File: src/rtl/td4_port_in_conditioner.sv
// td4_port_in_conditioner
//
// Input-port front end for the TD4 CPU. Each of the WIDTH board switch/button
// levels passes through its own SYNC_STAGES-deep synchroniser and is then
// debounced independently. A synchronised bit has to disagree with its accepted
// value for DEBOUNCE consecutive clocks before the new value is taken. When an
// acceptance happens, the bit also fires a one-cycle rise or fall strobe.
//
// Parameter constraints: SYNC_STAGES >= 2, DEBOUNCE >= 1, 2**CNT_W > DEBOUNCE.
//
// Ports:
//   clk      - CPU system clock; all state updates on its rising edge
//   n_reset  - asynchronous active-low reset; clears every flop
//   raw_in   - asynchronous switch/button levels from the board pins
//   port_in  - debounced, registered value for the CPU's IN A / IN B
//   rise     - one-cycle pulse per bit on an accepted 0->1 change
//   fall     - one-cycle pulse per bit on an accepted 1->0 change
//   changed  - registered OR of rise and fall; coincident with any pulse
//
// Every output comes from a flop, so there is no combinational path from
// raw_in to any output.

module td4_port_in_conditioner #(
  parameter int WIDTH       = 4,
  parameter int SYNC_STAGES = 2,
  parameter int DEBOUNCE    = 50000,
  parameter int CNT_W       = 16
) (
  input  logic             clk,
  input  logic             n_reset,
  input  logic [WIDTH-1:0] raw_in,
  output logic [WIDTH-1:0] port_in,
  output logic [WIDTH-1:0] rise,
  output logic [WIDTH-1:0] fall,
  output logic             changed
);

  localparam logic [CNT_W-1:0] CNT_MAX = CNT_W'(DEBOUNCE - 1);

  logic [SYNC_STAGES-1:0][WIDTH-1:0] sync_p0;
  logic [WIDTH-1:0]                  s;

  logic [WIDTH-1:0][CNT_W-1:0] cnt_p1;
  logic [WIDTH-1:0][CNT_W-1:0] cnt_nxt;
  logic [WIDTH-1:0]            port_nxt;
  logic [WIDTH-1:0]            rise_nxt;
  logic [WIDTH-1:0]            fall_nxt;
  logic                        changed_nxt;

  // Stage p0: synchroniser chain. Each stage is a plain flop with no logic
  // between stages, so metastability has a full clock period to resolve.
  always_ff @(posedge clk or negedge n_reset) begin
    if (!n_reset) begin
      sync_p0 <= '0;
    end else begin
      sync_p0 <= {sync_p0[SYNC_STAGES-2:0], raw_in};
    end
  end

  assign s = sync_p0[SYNC_STAGES-1];

  // Stage p1: per-bit debounce. The counter only runs while s disagrees with
  // the accepted value. It clears on the acceptance cycle, so it never goes
  // past CNT_MAX and cannot wrap.
  always_comb begin
    port_nxt = port_in;
    rise_nxt = '0;
    fall_nxt = '0;
    cnt_nxt  = '0;
    for (int i = 0; i < WIDTH; i++) begin
      if (s[i] != port_in[i]) begin
        if (cnt_p1[i] == CNT_MAX) begin
          port_nxt[i] = s[i];
          rise_nxt[i] = s[i];
          fall_nxt[i] = ~s[i];
        end else begin
          cnt_nxt[i] = cnt_p1[i] + CNT_W'(1);
        end
      end
    end
  end

  // changed is derived from the next-state strobes rather than the registered
  // ones. This lines it up with the rise/fall pulse instead of lagging by one
  // cycle.
  assign changed_nxt = |(rise_nxt | fall_nxt);

  always_ff @(posedge clk or negedge n_reset) begin
    if (!n_reset) begin
      cnt_p1  <= '0;
      port_in <= '0;
      rise    <= '0;
      fall    <= '0;
      changed <= 1'b0;
    end else begin
      cnt_p1  <= cnt_nxt;
      port_in <= port_nxt;
      rise    <= rise_nxt;
      fall    <= fall_nxt;
      changed <= changed_nxt;
    end
  end

endmodule

File: config.mk
export PLATFORM = sky130hd
export DESIGN_NAME = td4_port_in_conditioner
export DESIGN_NICKNAME = d
export VERILOG_FILES = /design/src/rtl/td4_port_in_conditioner.sv
export SDC_FILE = /design/constraint.sdc
export NUM_CORES = 1
export LEC_CHECK = 0
export CORE_MARGIN = 5
export CORE_UTILIZATION = 52
export DETAILED_ROUTE_END_ITERATION = 6
export GPL_TIMING_DRIVEN = 0
export PLACE_DENSITY = 0.79
export SLEW_MARGIN = 10
export SYNTH_ARGS = -nofsm -noshare
export SYNTH_HDL_FRONTEND = slang
export SYNTH_SLANG_ARGS = --single-unit
File: constraint.sdc
create_clock -name clk -period 2.73 [get_ports clk]
set_clock_uncertainty 0.2 [all_clocks]
set_input_delay 0.546 -clock clk [delete_from_list [all_inputs] [get_ports clk]]
set_output_delay 0.546 -clock clk [all_outputs]
set_load 0.1 [all_outputs]
# --- After elaboration in Yosys (flattened, before gate mapping) ---
# Cells that the tools add are included.
word_totals:
  out_inout_bits: 13
  register_bits: 85
  inputBits: 6
classes:
  n_bitwise: 5
  n_reduce_logical: 5
  n_eq_ne: 8
  n_addsub: 4
  n_mux: 24
ops:
  columns: ["operator", "n"]
  rows:
  - ["$mux 16", 8]
  - ["$add 16x1->16 const B", 4]
  - ["$eq 16x16->1 const B", 4]
  - ["$mux 1", 16]
  - ["$reduce_and 2->1", 4]
  - ["$ne 1x1->1", 4]
  - ["$not 1->1", 4]
  - ["$or 4x4->4", 1]
  - ["$reduce_or 4->1", 1]

# --- Longest topological paths before layout ---
# Gate-level depths: netlist of the first run.
depth:
  depth_word: 5
  mapped_depth: 7
  depth_no_buf: 5

# --- Worst setup path after synthesis of the first run ---
# No wires, ideal clock.
synth_timing:
  path_kind: "flip-flop to flip-flop"
  start: "register port_in[2]"
  end: "register cnt_p1[45] (netlist bit)"
  path_stages_with_launch: 6
  synth_period_minus_slack_ns: 1.951
  t_required_ns: 2.459
  path_buffers: 2
  setup_ns: 0.071
  arrival_time_ns: 1.679
  path_slack_ns: 0.779
  path_cell_list: "dfrtp_1 -> xnor2_1 -> nand2b_1 -> clkbuf_2 -> buf_4 -> nor2_1"
synth_rtl:
  columns: ["element", "line", "rtl"]
  rows:
  - ["from (decl)", "32", "output logic [WIDTH-1:0] port_in,"]
  - ["from (signal assigned)", "97", "port_in <= port_nxt;"]
  - ["to (signal assigned)", "96", "cnt_p1 <= cnt_nxt;"]
  - ["to (decl)", "43", "logic [WIDTH-1:0][CNT_W-1:0] cnt_p1;"]

# --- Final worst setup path of the first run ---
layout_timing:
  start: "register rise[3]"
  end: "output port rise[3]"
layout_rtl:
  columns: ["element", "line", "rtl"]
  rows:
  - ["from (decl)", "33", "output logic [WIDTH-1:0] rise,"]
  - ["from (signal assigned)", "98", "rise <= rise_nxt;"]
# No word-level cell between the ends.

==> results of run 1 <==
==> stage by stage <==
stage	hold WS, ns	cell area [µm²]	power [µW]
CTS	0.149	4400	2300
global placement	0.132	4170	1400
detailed placement	0.135	4200	1410
floorplan	0.0504	3870	1360
global route	0.157	4410	2370
finish	0.150	4410	2270
==> routing by layer <==
metal / global-route usage, % / part of all wire (%) / wire [µm] / vias up
li1: - / - / - / 1322
met1: 23.6 / 47 / 3280 / 1349
met2: 26.1 / 46 / 3220 / 72
met3: 3.21 / 4.3 / 299 / 12
met4: 8.29 / 2.2 / 155 / 0
met5: 0 / 0 / 0 / -
==> final cells by class <==
type	count	area [µm²]	area share, %
well taps	99	124	2.81
clock inverters	6	61.3	1.39
flip-flops and latches	85	2130	48.2
inverters	11	41.3	0.936
repair buffers	20	218	4.94
multi-input cells	262	1660	37.7
clock buffers	10	138	3.12
plain buffers	8	40.0	0.908
==> worst max-delay path by stage <==
| stage | start | to | slack (ns) | cells past startpoint |
|---|---|---|---|---|
| finish | rise[3] | rise[3] | 0.13 | 1 |
| global route | changed | changed | 0.09 | 1 |
| CTS | port_in[2] | port_in[2] | 0.02 | 1 |
| detailed placement | port_in[1] | port_in[1] | 0.34 | 1 |
| global placement | n_reset | cnt_p1[40] | -2.02 | 1 |
| floorplan | port_in[2] | cnt_p1[45] | 0.78 | 5 |
==> timing repair <==
item / CTS / global route
setup endpoints to repair: 2 / 2
hold endpoints to repair: 35 / 0
pin swaps: 0 / 0
gates resized for setup: 2 / 2
hold buffers: 1 / 0
==> registers in the layout (all words and copies together) (netlist names) <==
name	flops
rise	4
port_in	4
sync_p0	4
fall	4
cnt_p1	64
s	4
changed	1
==> power breakdown <==
| part | leakage, µW | internal, µW | switching, µW | total (µW) |
|---|---|---|---|---|
| clock | 0.000102 | 446 | 440 | 886 |
| sequential | 0.00116 | 1280 | 18.1 | 1300 |
| combinational | 0.000555 | 30.9 | 52.4 | 83.3 |
| total | 0.00182 | 1750 | 511 | 2270 |
==> logic make-up after synthesis <==
logic type      Yosys count  synth area share, %
xor+xnor                 59                 13.4
simple gates            187                 25.7
mux                       4                 1.16
fa+ha+maj                 4                 1.29
flops                    85                 55.0
compound gates            8                 1.36
buf+inv                  19                 2.10
==> cell usage in the layout (no fill, tap or decap), types with 2 or more instances in the layout <==
cell type / instances
a21oi_1: 3
and3_1: 6
buf_2: 3
buf_4: 2
clkbuf_1: 2
clkbuf_2: 2
clkbuf_8: 10
clkdlybuf4s50_1: 13
clkinv_2: 3
dfrtp_1: 85
dlygate4sd2_1: 2
dlymetal6s2s_1: 2
ha_1: 4
inv_1: 11
mux2_2: 4
nand2_1: 16
nand3_1: 20
nand4_1: 16
nand4b_1: 3
nor2_1: 68
nor3_1: 14
nor3b_1: 8
nor4_1: 12
nor4b_1: 6
nor4bb_1: 8
xnor2_1: 46
xor2_1: 13
==> flow_summary.toml, run 1 <==
[global_route]
first_pass_grt_wire_length_mm = 12.4
grt_antenna_before_repair = 0
global_route.usage.total_pct = 17.1
grt_pass1_vias = 2766
largest_net_degree_at_the_start_of_global_routing = 51
global_route.overflow_total = 0

[pwr]
vdd.ir_drop.worst_mv = 0.359
power_per_cell_area_nw_per_um2 = 514
static-leakage-power_uw = 0.00182

[cts]
clockBufferDepth = 2
cts_tree = "yes"
clk_pin_slew_ns = 0.08
cts_max_level = 3
clk_root_buffer_cell = "clkbuf_8"
clock-sinks = 85
tritoncts.num_buffers = 9
worstSkewPairLatency_ns = 0.35
postCtsSetupBuffers = 0

[floorplan]
floorplan.rows = 31
boundary_pin_count = 19
initial_standard_cell_utilization_of_the_core_pct = 53.3
die_area_um2 = 9270
floorplan.core_area_um2 = 7250
dieWidth_um = 96.3
chipHeight_um = 96.3

[placed_design]
place.gp.congestion = 0.871
dp_hpwl_mm = 4.76
dp_slack_ns = 0.338
dp_cells = 484
port_buffers = 18

[setup_path]
cp-start-kind = "flop"
crit_buf_inv = 1
critPathArrivalTime_ns = 1.85
timing.critical_path.cells = "clkdlybuf4s50_1"
crit_path_max_incr_delay_ns = 1.14
cp_data_required_time_ns = 1.98
critical_path.top_delay_family = "buffers and inverters"
critical_path.reg2reg.startpoint = "cnt_p1[32]"
critical_path.reg2reg.endpoint = "cnt_p1[42]"
worst_r2r_path_depth = 7
rrSetupSlack_ns = 0.58
path_class = "reg2out"
timing.critical_path.to_type = "output pin"
worstPathMaxFanout = 1
cp_slowest_cell = "clkdlybuf4s50_1"

[yosys]
ys_top_cells_by_area = "dfrtp_1 (55%), xnor2_1 (10%), nor2_1 (6.6%)"
synth_cell_types = 37
synth-seq-area-share_pct = 55.0
postSynthNetCount = 376
syn_area_um2 = 3870
syn_avg_cell_area_um2 = 10.6
synthFlopType = "dfrtp_1"
synth_commonest_cells = "dfrtp_1 (85), nor2_1 (68), xnor2_1 (46)"
netlist_instances = 366
synth_top_area_share_pct = 55.0
ys_async_sr_fraction_pct = 100
postSynthRegisterBits = 85
synth_top_area_cell = "dfrtp_1"
synth-warning-count = 0
synth_edf_count = 0
synth.most_common_cell = "dfrtp_1"

[detailed_routing]
drt_iter0_markers = 82
post-route-drc-count = 0
detail_route.wirelength_mm = 6.95
drt_first_pass_iters = 5
route.detailed.wl_per_inst_um = 13.9
num_vias = 2755
vias_per_cell = 5.50
drt.antenna.violating_nets = 0

[timing]
final_max_slew_viol_count = 0
tightestPinTransition_ns = 0.978
postLayoutSetupSlackWorst_ns = 0.131
setup_tns_ns = 0
final-setup-viol-count = 0
unrepaired_setup_endpoints_after_global_routing = "no"
maxSlewHeadroom_pct = 34.6
timing.final.crit_share_pct = 95.2
finalHoldViolations = 0
achievable-frequency_mhz = 385
layout_min_cycle_time_ns = 2.60

[cells_and_area]
filler_cell_count = 599
synthToLayoutAreaGrowth_pct = 14.0
insertedDiodeCount = 0
nNetsFinal = 407
layoutNonFillerInstCount = 501
final_core_util_pct = 60.8
final_layout_size_suffix_gt1_share_pct = 7.96

[min_path]
worstHoldStart = "sync_p0[1]"
hold_path.class = "reg2reg"
hold-path-endpoint = "s[1]"
cells_on_worst_hold_path = 0

[status]
status = "complete, no violations"

[flow_run]
max-cap-violations = 0
No activity file was read; power rests on OpenSTA's default activity.
==> run 2, diff against run 1 <==
CORE_ASPECT_RATIO = 1.4   (was unset)
==> flow_summary.toml, run 2 (synthesis results as in run 1) <==
[setup_path]
critPathArrivalTime_ns = 1.84
worstSetupEndpoint = "rise[2]"
worstSetupPathDepth = 1
cp-start-kind = "flop"
timing.critical_path.cells = "clkdlybuf4s50_1"
cp_data_required_time_ns = 1.98
crit_buf_inv = 1
critical_path.reg2reg.startpoint = "cnt_p1[16]"
critical_path.top_delay_family = "buffers and inverters"
cp_slowest_cell = "clkdlybuf4s50_1"
rrSetupSlack_ns = 0.58
worstPathMaxFanout = 1
crit_path_max_incr_delay_ns = 1.14
start_point_of_the_critical_path = "rise[2]"
worst_r2r_path_depth = 6
critical_path.reg2reg.endpoint = "cnt_p1[23]"
path_class = "reg2out"
timing.critical_path.to_type = "output pin"

[cts]
clk_pin_slew_ns = 0.08
cts_tree = "yes"
clk_root_buffer_cell = "clkbuf_8"
postCtsSetupBuffers = 0
clock-sinks = 85
worstSkewPairLatency_ns = 0.36
cts_max_level = 3
tritoncts.num_buffers = 9
clockBufferDepth = 2

[cells_and_area]
final_core_util_pct = 60.3
filler_cell_count = 617
final_layout_size_suffix_gt1_share_pct = 7.46
synthToLayoutAreaGrowth_pct = 14.0
nNetsFinal = 407
layout.cells.most_common_list = "dfrtp_1 (85), nor2_1 (68), xnor2_1 (46)"
most_frequent_standard_cell_in_the_layout_excluding_fill_and_tap_cells = "dfrtp_1"
regMostFlops = "cnt_p1"
insertedDiodeCount = 0
flip_flop_count_of_the_largest_register_all_copies_and_words_added = 64

[flow_run]
max-cap-violations = 0

[floorplan]
floorplan.rows = 37
floorplan.core_area_um2 = 7310
die_area_um2 = 9290
initial_standard_cell_utilization_of_the_core_pct = 52.9
boundary_pin_count = 19
dieWidth_um = 82.9
chipHeight_um = 112

[timing]
timing.final.crit_share_pct = 94.9
unrepaired_setup_endpoints_after_global_routing = "no"
final_max_slew_viol_count = 0
maxSlewHeadroom_pct = 33.8
achievable-frequency_mhz = 386
final-setup-viol-count = 0
tightestPinTransition_ns = 0.990
layout_min_cycle_time_ns = 2.59
setup_tns_ns = 0
finalHoldViolations = 0

[detailed_routing]
vias_per_cell = 5.39
num_vias = 2688
detail_route.wirelength_mm = 6.88
post-route-drc-count = 0
drt_iter0_markers = 187
drt_first_pass_iters = 5
drt.antenna.violating_nets = 0
route.detailed.wl_per_inst_um = 13.8

[global_route]
first_pass_grt_wire_length_mm = 12.3
grt_antenna_before_repair = 0
grt_pass1_vias = 2755
largest_net_degree_at_the_start_of_global_routing = 49
global_route.usage.total_pct = 16.3
global_route.overflow_total = 0

[placed_design]
place.gp.congestion = 0.822
dp_hpwl_mm = 4.68
port_buffers = 18

[pwr]
power_per_cell_area_nw_per_um2 = 516
static-leakage-power_uw = 0.00182
design_power_total_uw = 2270
vdd.ir_drop.worst_mv = 0.448

[status]
status = "complete, no violations"

[min_path]
worstHoldStart = "sync_p0[1]"
hold_path.class = "reg2reg"
## run 2: changes by cell type in the layout (fill, tap and decap cells not counted)
cell	change
clkbuf_1	+2
clkinv_2	-2
clkbuf_8	+1
clkinv_4	+1
clkinvlp_4	-1
inv_6	-1
## run 2: what timing repair did
item / CTS / global route
hold buffers: 1 / 0
endpoints found under the setup margin: 2 / 2
resized for setup: 2 / 2
endpoints found under the hold margin: 37 / 0
## run 2: area by class of cell
class                      instances  area (µm²)  share of cell area [%]
sequential                        85        2130                    48.2
multi-input combinational        262        1660                    37.6
timing repair buffer              20         218                    4.94
clock buffer                      13         159                    3.60
tap                               97         121                    2.75
clock inverter                     3        43.8                   0.993
inverter                          11        41.3                   0.936
buffer                             8        40.0                   0.908
## run 2: power by group
group / total [µW] / switching [µW] / internal [µW] / leakage, µW
clock network: 897 / 424 / 474 / 0.000104
logic: 81.3 / 50.5 / 30.7 / 0.000555
registers: 1300 / 18.2 / 1280 / 0.00116
## run 2: metal layers
metal	wire (µm)	part of all wire [%]	up-vias	global-route usage (%)
li1	-	-	1337	-
met1	3000	44	1296	18.9
met2	3440	50	43	27.1
met3	293	4.3	12	4.92
met4	146	2.1	0	8.83
met5	0	0	-	0
## run 2: how the worst min path moves through the flow
stage          cells past startpoint  slack [ns]  endpoint
2_1_floorplan                      0        0.05   changed
4_1_cts                            0        0.15      s[1]
3_3_place_gp                       0        0.13      s[0]
3_5_place_dp                       0        0.14      s[1]
6_report                           0        0.15      s[1]
5_1_grt                            0        0.17      s[3]
## run 2: stage by stage
| stage | setup slack [ns] | instances | area, µm² | hold WS [ns] |
|---|---|---|---|---|
| after detailed placement | 0.371 | 482 | 4200 | 0.136 |
| after floorplan | 0.779 | 366 | 3870 | 0.0504 |
| after CTS | 0.00804 | 499 | 4410 | 0.153 |
| final | 0.141 | 499 | 4410 | 0.153 |
| after global placement | -2.03 | 481 | 4170 | 0.133 |
| after global routing | 0.0757 | 499 | 4410 | 0.170 |
==> run 3, diff against run 2 <==
CORE_ASPECT_RATIO = 1.25   (was 1.4)
==> flow_summary.toml, run 3 (synthesis results as in run 1) <==
[status]
status = "complete, no violations"

[cells_and_area]
layoutNonFillerInstCount = 494
insertedDiodeCount = 0
flip_flop_count_of_the_largest_register_all_copies_and_words_added = 64
synthToLayoutAreaGrowth_pct = 15.4
most_frequent_standard_cell_in_the_layout_excluding_fill_and_tap_cells = "dfrtp_1"
nNetsFinal = 407
filler_cell_count = 566
final_layout_size_suffix_gt1_share_pct = 7.71
regMostFlops = "cnt_p1"
final_cell_area_um2 = 4460
layout.cells.most_common_list = "dfrtp_1 (85), nor2_1 (68), xnor2_1 (46)"

[global_route]
grt_pass1_vias = 2788
global_route.overflow_total = 0
largest_net_degree_at_the_start_of_global_routing = 66
first_pass_grt_wire_length_mm = 12.7
grt_antenna_before_repair = 0
global_route.usage.total_pct = 17.1

[detailed_routing]
drt_iter0_markers = 89
detail_route.wirelength_mm = 7.07
num_vias = 2724
drt_first_pass_iters = 4
vias_per_cell = 5.51
drt.antenna.violating_nets = 0
route.detailed.wl_per_inst_um = 14.3
post-route-drc-count = 0

[cts]
clock-sinks = 85
cts_tree = "yes"
clk_pin_slew_ns = 0.08
clockBufferDepth = 2
clk_root_buffer_cell = "clkbuf_8"
tritoncts.num_buffers = 9
postCtsSetupBuffers = 0
worstSkewPairLatency_ns = 0.36
cts_max_level = 3

[floorplan]
floorplan.rows = 35
initial_standard_cell_utilization_of_the_core_pct = 52.9
chipHeight_um = 106
floorplan.core_area_um2 = 7310
dieWidth_um = 87.2
boundary_pin_count = 19
die_area_um2 = 9280

[pwr]
static-leakage-power_uw = 0.00184
power_per_cell_area_nw_per_um2 = 565
design_power_total_uw = 2520
vdd.ir_drop.worst_mv = 0.407

[timing]
layout_min_cycle_time_ns = 2.57
finalHoldViolations = 0
maxSlewHeadroom_pct = 33.8
timing.final.crit_share_pct = 94.1
postLayoutSetupSlackWorst_ns = 0.160
unrepaired_setup_endpoints_after_global_routing = "no"
setup_tns_ns = 0
tightestPinTransition_ns = 0.989
achievable-frequency_mhz = 389
final_max_slew_viol_count = 0
final-setup-viol-count = 0

[placed_design]
placement.cell_area_um2 = 4190
dp_hpwl_mm = 4.81
place.gp.congestion = 0.843
dp_cells = 477
dp_slack_ns = 0.380
port_buffers = 18

[setup_path]
crit_path_max_incr_delay_ns = 1.13
path_class = "reg2out"
cp_slowest_cell = "clkdlybuf4s50_1"
timing.critical_path.to_type = "output pin"
timing.critical_path.cells = "clkdlybuf4s50_1"
cp-start-kind = "flop"
worstPathMaxFanout = 1
critical_path.top_delay_family = "buffers and inverters"
crit_buf_inv = 1
critPathArrivalTime_ns = 1.82
cp_data_required_time_ns = 1.98
rrSetupSlack_ns = 0.56

[flow_run]
max-cap-violations = 0

[min_path]
hold_path.class = "reg2reg"
==> run 3: cell count changes in the layout (fill, tap and decap cells not counted) <==
cell,change
bufinv_16,+3
clkbuf_1,-1
clkinv_2,-1
clkbuf_8,-2
clkinv_4,-1
clkinvlp_4,+2
==> run 3: through the flow <==
step | hold slack [ns] | util (%)
floorplan | 0.0504 | -
global placement | 0.132 | 56.9
detailed placement | 0.136 | 57.3
CTS | 0.156 | 61.0
global route | 0.171 | 61.0
finish | 0.154 | 61.0
==> run 3: power breakdown <==
group          leakage (µW)  switching (µW)  internal (µW)
sequential          0.00116            19.1           1280
combinational      0.000555            52.5           31.0
clock              0.000123             440            700
==> run 3: final cells by class <==
class	instances	area, µm²	area share [%]
plain buffers	8	40.0	0.897
clock buffers	10	128	2.86
clock inverters	6	135	3.03
inverters	11	41.3	0.925
multi-input cells	262	1660	37.2
flip-flops and latches	85	2130	47.6
well taps	92	115	2.58
repair buffers	20	218	4.88
==> run 3: per-layer routing <==
layer	GRT usage [%]	share of wire (%)	vias up
li1	-	-	1324
met1	22.3	45	1328
met2	26.7	48	62
met3	4.42	4.8	10
met4	7.89	1.8	0
met5	0	0	-
==> run 3: path summary, 6_finish.rpt <==
check,from,cells after the start,endpoint
max,rise[2],1,rise[2]
min,sync_p0[1],0,s[1]
max reg2reg,cnt_p1[32],7,cnt_p1[42]
min reg2reg,sync_p0[1],0,s[1]
max in group asynchronous,n_reset,3,cnt_p1[39]
min in group asynchronous,n_reset,2,cnt_p1[11]
==> run 3: what timing repair did <==
item	4_1_cts	5_1_grt
hold buffers	1	0
endpoints found under the hold margin	20	0
setup endpoints to repair	2	2
resized for setup	2	2
==> RTL edit 1, RTL diff (flow settings as in run 3) <==
Set the parameter `WIDTH` to 6 (it was 4).
--- a/src/rtl/td4_port_in_conditioner.sv
+++ b/src/rtl/td4_port_in_conditioner.sv
@@ -23,3 +23,3 @@
 module td4_port_in_conditioner #(
-  parameter int WIDTH       = 4,
+  parameter int WIDTH       = 6,
   parameter int SYNC_STAGES = 2,
Interface: changed (resized fall, port_in, raw_in and rise); port bits go from 19 to 27. The function was not compared with the original's and may differ.
==> RTL edit 1 against run 3 <==
Routed wire length increased by 57%. Total power rose by 90%. First-iteration DRC count increased by 110%. Setup slack worse by 0.057 ns. Area after synthesis rose by 48%. Via count rose by 53%. Global-route usage rose by 0.71 points. Fmax down 2.2%. Sequential cell count increased by 42. Final cell count increased by 48%. Cell area increased by 55%.
==> RTL edit 1: results (changes against run 3) <==
status=completed; Worst-path clk slew=0.05 ns (-0.03 ns); leakage power=2.93 nW (+59%); placer congestion estimate=0.820 (-2.7%); layout cells sized above 1=0.0785 (+0.00135); Top Family by Delay on Critical Path=buffers and inverters; most frequent cells after synthesis=dfrtp_1 (127), nor2_1 (89), xnor2_1 (41); CP max FO=1 (unchanged); slowest stage delay, CP=1.13 ns (about the same); largest net degree at the start of global routing=96 (+45%); fin cells=731 (+48%); Worst R2R Setup Slack=0.26 ns (-0.30 ns); Synth Flop Type=dfrtp_1; Clock H-tree levels=4 (+1); Mapped Nets=553 (+47%); worst setup path start=fall[4]; Worst VDD drop=0.392 mV (-3.7%); drt initial violations=188 (+110%); worst setup path end=fall[4]; Post-DP HPWL=7320 um (+52%); synth top area cells=dfrtp_1 (56%), xnor2_1 (6.3%), xor2_1 (6.1%); pre-CTS WS=0.139 ns (-0.242 ns); number of global-route vias before repair=4276 (+53%); first-pass GRT wire length=19500 um (+53%); Clk Latency, worst-skew pair=0.41 ns (+0.05 ns); WL per Instance=15.2 um (+6.4%); Startpoint Class=flip-flop; sequential fraction of the synthesis area=0.555 (+0.00539); Synth Area per Inst=10.6 um^2 (+0.47%); post-CTS setup buffer count=0 (unchanged); Nets=600 (+47%); Biggest register=cnt_p1; Worst slew margin=0.346 (+0.00757); Hold Crit Class=flip-flop to flip-flop; via/cell ratio=5.71 (+3.5%); post-synthesis cell type count=40 (+8.1%); fillers=792 (+40%); CTS Buffer Depth=2 (unchanged); Total GRT Usage=0.178 (+0.00714); R2R cell count=7 (unchanged); initial antenna violation count=0 (unchanged); root buffer cell=clkbuf_16; IO buf count=26 (+8); Crit path arrival time=1.88 ns (+0.06 ns); total CTS buffers=17 (+8); synth warn=0 (unchanged); final worst slack=0.103 ns (-0.0567 ns); # diodes=0 (unchanged); dpl cells=698 (+46%); Pre-antenna DRT Iters=4 (unchanged); critical path's slowest cell=clkdlybuf4s50_1; Worst R2R Start=cnt_p1[48]; FFs w/ async S/R, synth=1.00 (unchanged); max reg flops=96 (+50%); reg2reg end=cnt_p1[58]
==> RTL edit 1: power breakdown <==
group	leakage [nW]	internal, W	switching (W)
sequential	1.73	0.00191	0.0000326
combinational	0.849	0.0000441	0.0000784
clock	0.347	0.00194	0.000784
==> RTL edit 1: final cells by class <==
type / count / share of cell area
flip-flops and latches: 127 / 0.461
inverters: 12 / 0.00653
well taps: 132 / 0.0239
plain buffers: 19 / 0.0129
clock buffers: 21 / 0.0667
repair buffers: 28 / 0.0422
clock inverters: 11 / 0.0374
multi-input cells: 381 / 0.350
==> RTL edit 1: worst reg2reg max path: cells and delay by family (launching register included) <==
family	cells	cell delay [ns]
AND/OR/NAND/NOR	4	0.89
buffers and inverters	2	0.66
adder cells (fa/ha/maj)	1	0.20
flip-flops	1	0.40
==> RTL edit 1: logic make-up (layout without fill, tap and decap cells) <==
group	count (synthesis)	count (layout)	synth area share
buffers and inverters	31	91	0.0232
muxes	6	6	0.0125
xor gates and xnor gates	81	81	0.124
and+or+nand+nor	260	260	0.243
DFF	127	127	0.555
adders and majority gates	6	6	0.0131
AOI/OAI and AO/OA	28	28	0.0291
==> RTL edit 1: stage by stage <==
stage / TNS, ns / hold WS, ns / power (W) / instance area (um^2)
after floorplan: 0 / 0.0504 / 0.00203 / 5720
after global placement: -481.16 / 0.134 / 0.00209 / 6150
after detailed placement: 0 / 0.135 / 0.00210 / 6180
after CTS: 0 / 0.147 / 0.00483 / 6900
after global routing: 0 / 0.163 / 0.00494 / 6900
final: 0 / 0.146 / 0.00479 / 6900
==> RTL edit 1: worst min path at each step <==
stage                          start  cells past startpoint      end
after floorplan              n_reset                      0  changed
after global routing      sync_p0[2]                      0     s[2]
after global placement    sync_p0[2]                      0     s[2]
after CTS                 sync_p0[4]                      0     s[4]
final                     sync_p0[4]                      0     s[4]
after detailed placement  sync_p0[1]                      0     s[1]
==> RTL edit 1: what timing repair did <==
action	CTS	global route
gates cloned	0	0
pin swaps	0	0
endpoints found under the setup margin	6	10
hold buffers	1	0
endpoints found under the hold margin	32	0
resized for setup	6	2
==> RTL edit 1: routing by layer <==
| layer | vias to the layer above | part of all wire | GRT usage |
|---|---|---|---|
| met4 | 0 | 0.020 | 0.0800 |
| met2 | 86 | 0.51 | 0.301 |
| li1 | 1967 | - | - |
| met5 | - | 0 | 0 |
| met1 | 2103 | 0.44 | 0.218 |
| met3 | 17 | 0.036 | 0.0424 |
==> RTL edit 2, RTL diff (flow settings as in run 3) <==
Without the edit above. Put one more register stage on the output `rise`. The value now appears one clock later. The other outputs are not delayed to match. Comments in the files are not updated.
--- a/src/rtl/td4_port_in_conditioner.sv
+++ b/src/rtl/td4_port_in_conditioner.sv
@@ -38,2 +38,4 @@
   localparam logic [CNT_W-1:0] CNT_MAX = CNT_W'(DEBOUNCE - 1);
+
+  logic [WIDTH-1:0] rise_s0;
 
@@ -91,3 +93,3 @@
       port_in <= '0;
-      rise    <= '0;
+      rise_s0 <= '0;
       fall    <= '0;
@@ -97,3 +99,3 @@
       port_in <= port_nxt;
-      rise    <= rise_nxt;
+      rise_s0 <= rise_nxt;
       fall    <= fall_nxt;
@@ -103,2 +105,6 @@
 
+  always_ff @(posedge clk) begin
+    rise <= rise_s0;
+  end
+
 endmodule
Formal check against the unedited RTL: same outputs for any inputs over 10 cycles, from zero or initial values and one cycle with n_reset low; that may be too few to reach the edited logic, so the function may still have changed.
==> RTL edit 2 against run 3 <==
Cell area is 0.17% higher. Setup slack lost 0.031 ns. Total power fell by 8.4%. Clock power down 24%. Routed wire length grew 0.51%. Area after synthesis is 2.1% higher. Final cell count up 0.81%. Sequential cell count increased by 4. Largest cell class unchanged.
==> RTL edit 2: results (changes against run 3) <==
post-synthesis cell type count=38 (+2.7%); Worst slew margin=0.351 (+0.0123); met2 usage=0.276 (+0.00930); Crit path arrival time=1.86 ns (+0.04 ns); synth warn=0 (unchanged); Clk Latency, worst-skew pair=0.35 ns; sequential fraction of the synthesis area=0.559 (+0.00913); largest net degree at the start of global routing=58 (-12%); WL per Instance=14.3 um (-0.30%); met1 Resource Use GR=0.221 (-0.00158); first-pass GRT wire length=12700 um (+0.10%); fillers=593 (+4.8%); cell area after layout=0.00447 mm^2 (+0.17%); CP max FO=1 (unchanged); leakage power=1.85 nW (+0.83%); most frequent cells after synthesis=dfrtp_1 (85), nor2_1 (68), xnor2_1 (46); FFs w/ async S/R, synth=0.955 (-0.0449); post-synthesis mux area share=0.0114 (-0.000236); critical path's slowest cell=clkdlybuf4s50_1; Worst-path clk slew=0.08 ns (about the same); synth top area cells=dfrtp_1 (54%), xnor2_1 (10%), nor2_1 (6.5%); max reg flops=64 (unchanged); drt initial violations=142 (+60%); Total GRT Usage=0.170 (-0.000816); adder-cell share of the synthesized area=0.0127 (-0.000262); placer congestion estimate=0.854 (+1.4%); vias=2777 (+1.9%); Top Family by Delay on Critical Path=buffers and inverters; GR Layer Usage met3=0.0329 (-0.0113); Nets=411 (+0.98%); Post-DP HPWL=4880 um (+1.6%); initial antenna violation count=0 (unchanged); Mapped Nets=380 (+1.1%); Hold Crit Class=flip-flop to flip-flop; status=completed; post-CTS setup buffer count=0 (unchanged); layout cells sized above 1=0.0665 (-0.0106); Placed Area=0.00427 mm^2 (+1.9%); slowest stage delay, CP=~1.1 ns; post-synthesis compound-gate area fraction=0.0133 (-0.000275); Clock H-tree levels=3 (unchanged); XOR/XNOR share of the synthesized area=0.131 (-0.00271); Worst VDD drop=0.277 mV (-32%)
## RTL edit 2: cell types whose count changed in the layout (fill, tap and decap cells not counted)
cell / delta
clkbuf_8: +1
dlymetal6s2s_1: +1
dfxtp_1: +4
clkinvlp_4: -2
clkbuf_1: +4
dlygate4sd2_1: -1
bufinv_16: -3
## RTL edit 2: path summary, 6_finish.rpt
path | to | slack (ns) | start | depth (start not counted)
worst max-delay path | changed | 0.13 | changed | 1
worst min-delay path | rise[0] | 0.15 | rise_s0[0] | 0
worst max register to register | cnt_p1[46] | 0.58 | cnt_p1[32] | 7
worst min register to register | rise[0] | 0.15 | rise_s0[0] | 0
max in group asynchronous | cnt_p1[21] | 1.28 | n_reset | 3
min in group asynchronous | cnt_p1[56] | 0.47 | n_reset | 2
## RTL edit 2: layout make-up
type                            instances  share of cell area
Buffer                                  8             0.00895
Clock inverter                          1             0.00672
Clock buffer                           15              0.0350
Timing Repair Buffer                   20              0.0495
Tap cell                               92              0.0257
Sequential cell                        89               0.494
Multi-Input combinational cell        262               0.371
Inverter                               11             0.00923
## RTL edit 2: kinds of logic (layout without fill, tap and decap cells)
group,Yosys count,count (layout)
buffers and inverters,19,55
adders and majority gates,4,4
DFF,89,89
AOI/OAI and AO/OA,8,8
xor gates and xnor gates,59,59
muxes,4,4
and+or+nand+nor,187,187
## RTL edit 2: power breakdown
group          internal, W  switching, W   total, W
combinational    0.0000309     0.0000509  0.0000818
sequential         0.00134     0.0000190    0.00136
clock             0.000451      0.000420   0.000872
## RTL edit 2: repair_timing
action,4_1_cts,5_1_grt
resized for setup,1,3
hold buffers,1,0
setup endpoints to repair,1,3
hold endpoints to repair,28,0
## RTL edit 2: routing by layer
metal  vias to the layer above  part of all wire  wire length (um)
li1                       1340                 -                 -
met1                      1374              0.45              3210
met2                        55              0.50              3540
met3                         8             0.037               266
met4                         0             0.013                95
met5                         -                 0                 0
## RTL edit 2: metrics by stage
stage | total power, W | hold slack [ns] | worst slack, ns | std cells | TNS, ns
after global routing | 0.00241 | 0.156 | 0.0674 | 498 | 0
after detailed placement | 0.00147 | 0.129 | 0.355 | 481 | 0
after CTS | 0.00234 | 0.147 | 0.000637 | 498 | 0
final | 0.00231 | 0.145 | 0.128 | 498 | 0
after global placement | 0.00146 | 0.125 | -1.98 | 480 | -168.29
after floorplan | 0.00141 | 0.0504 | 0.779 | 370 | 0
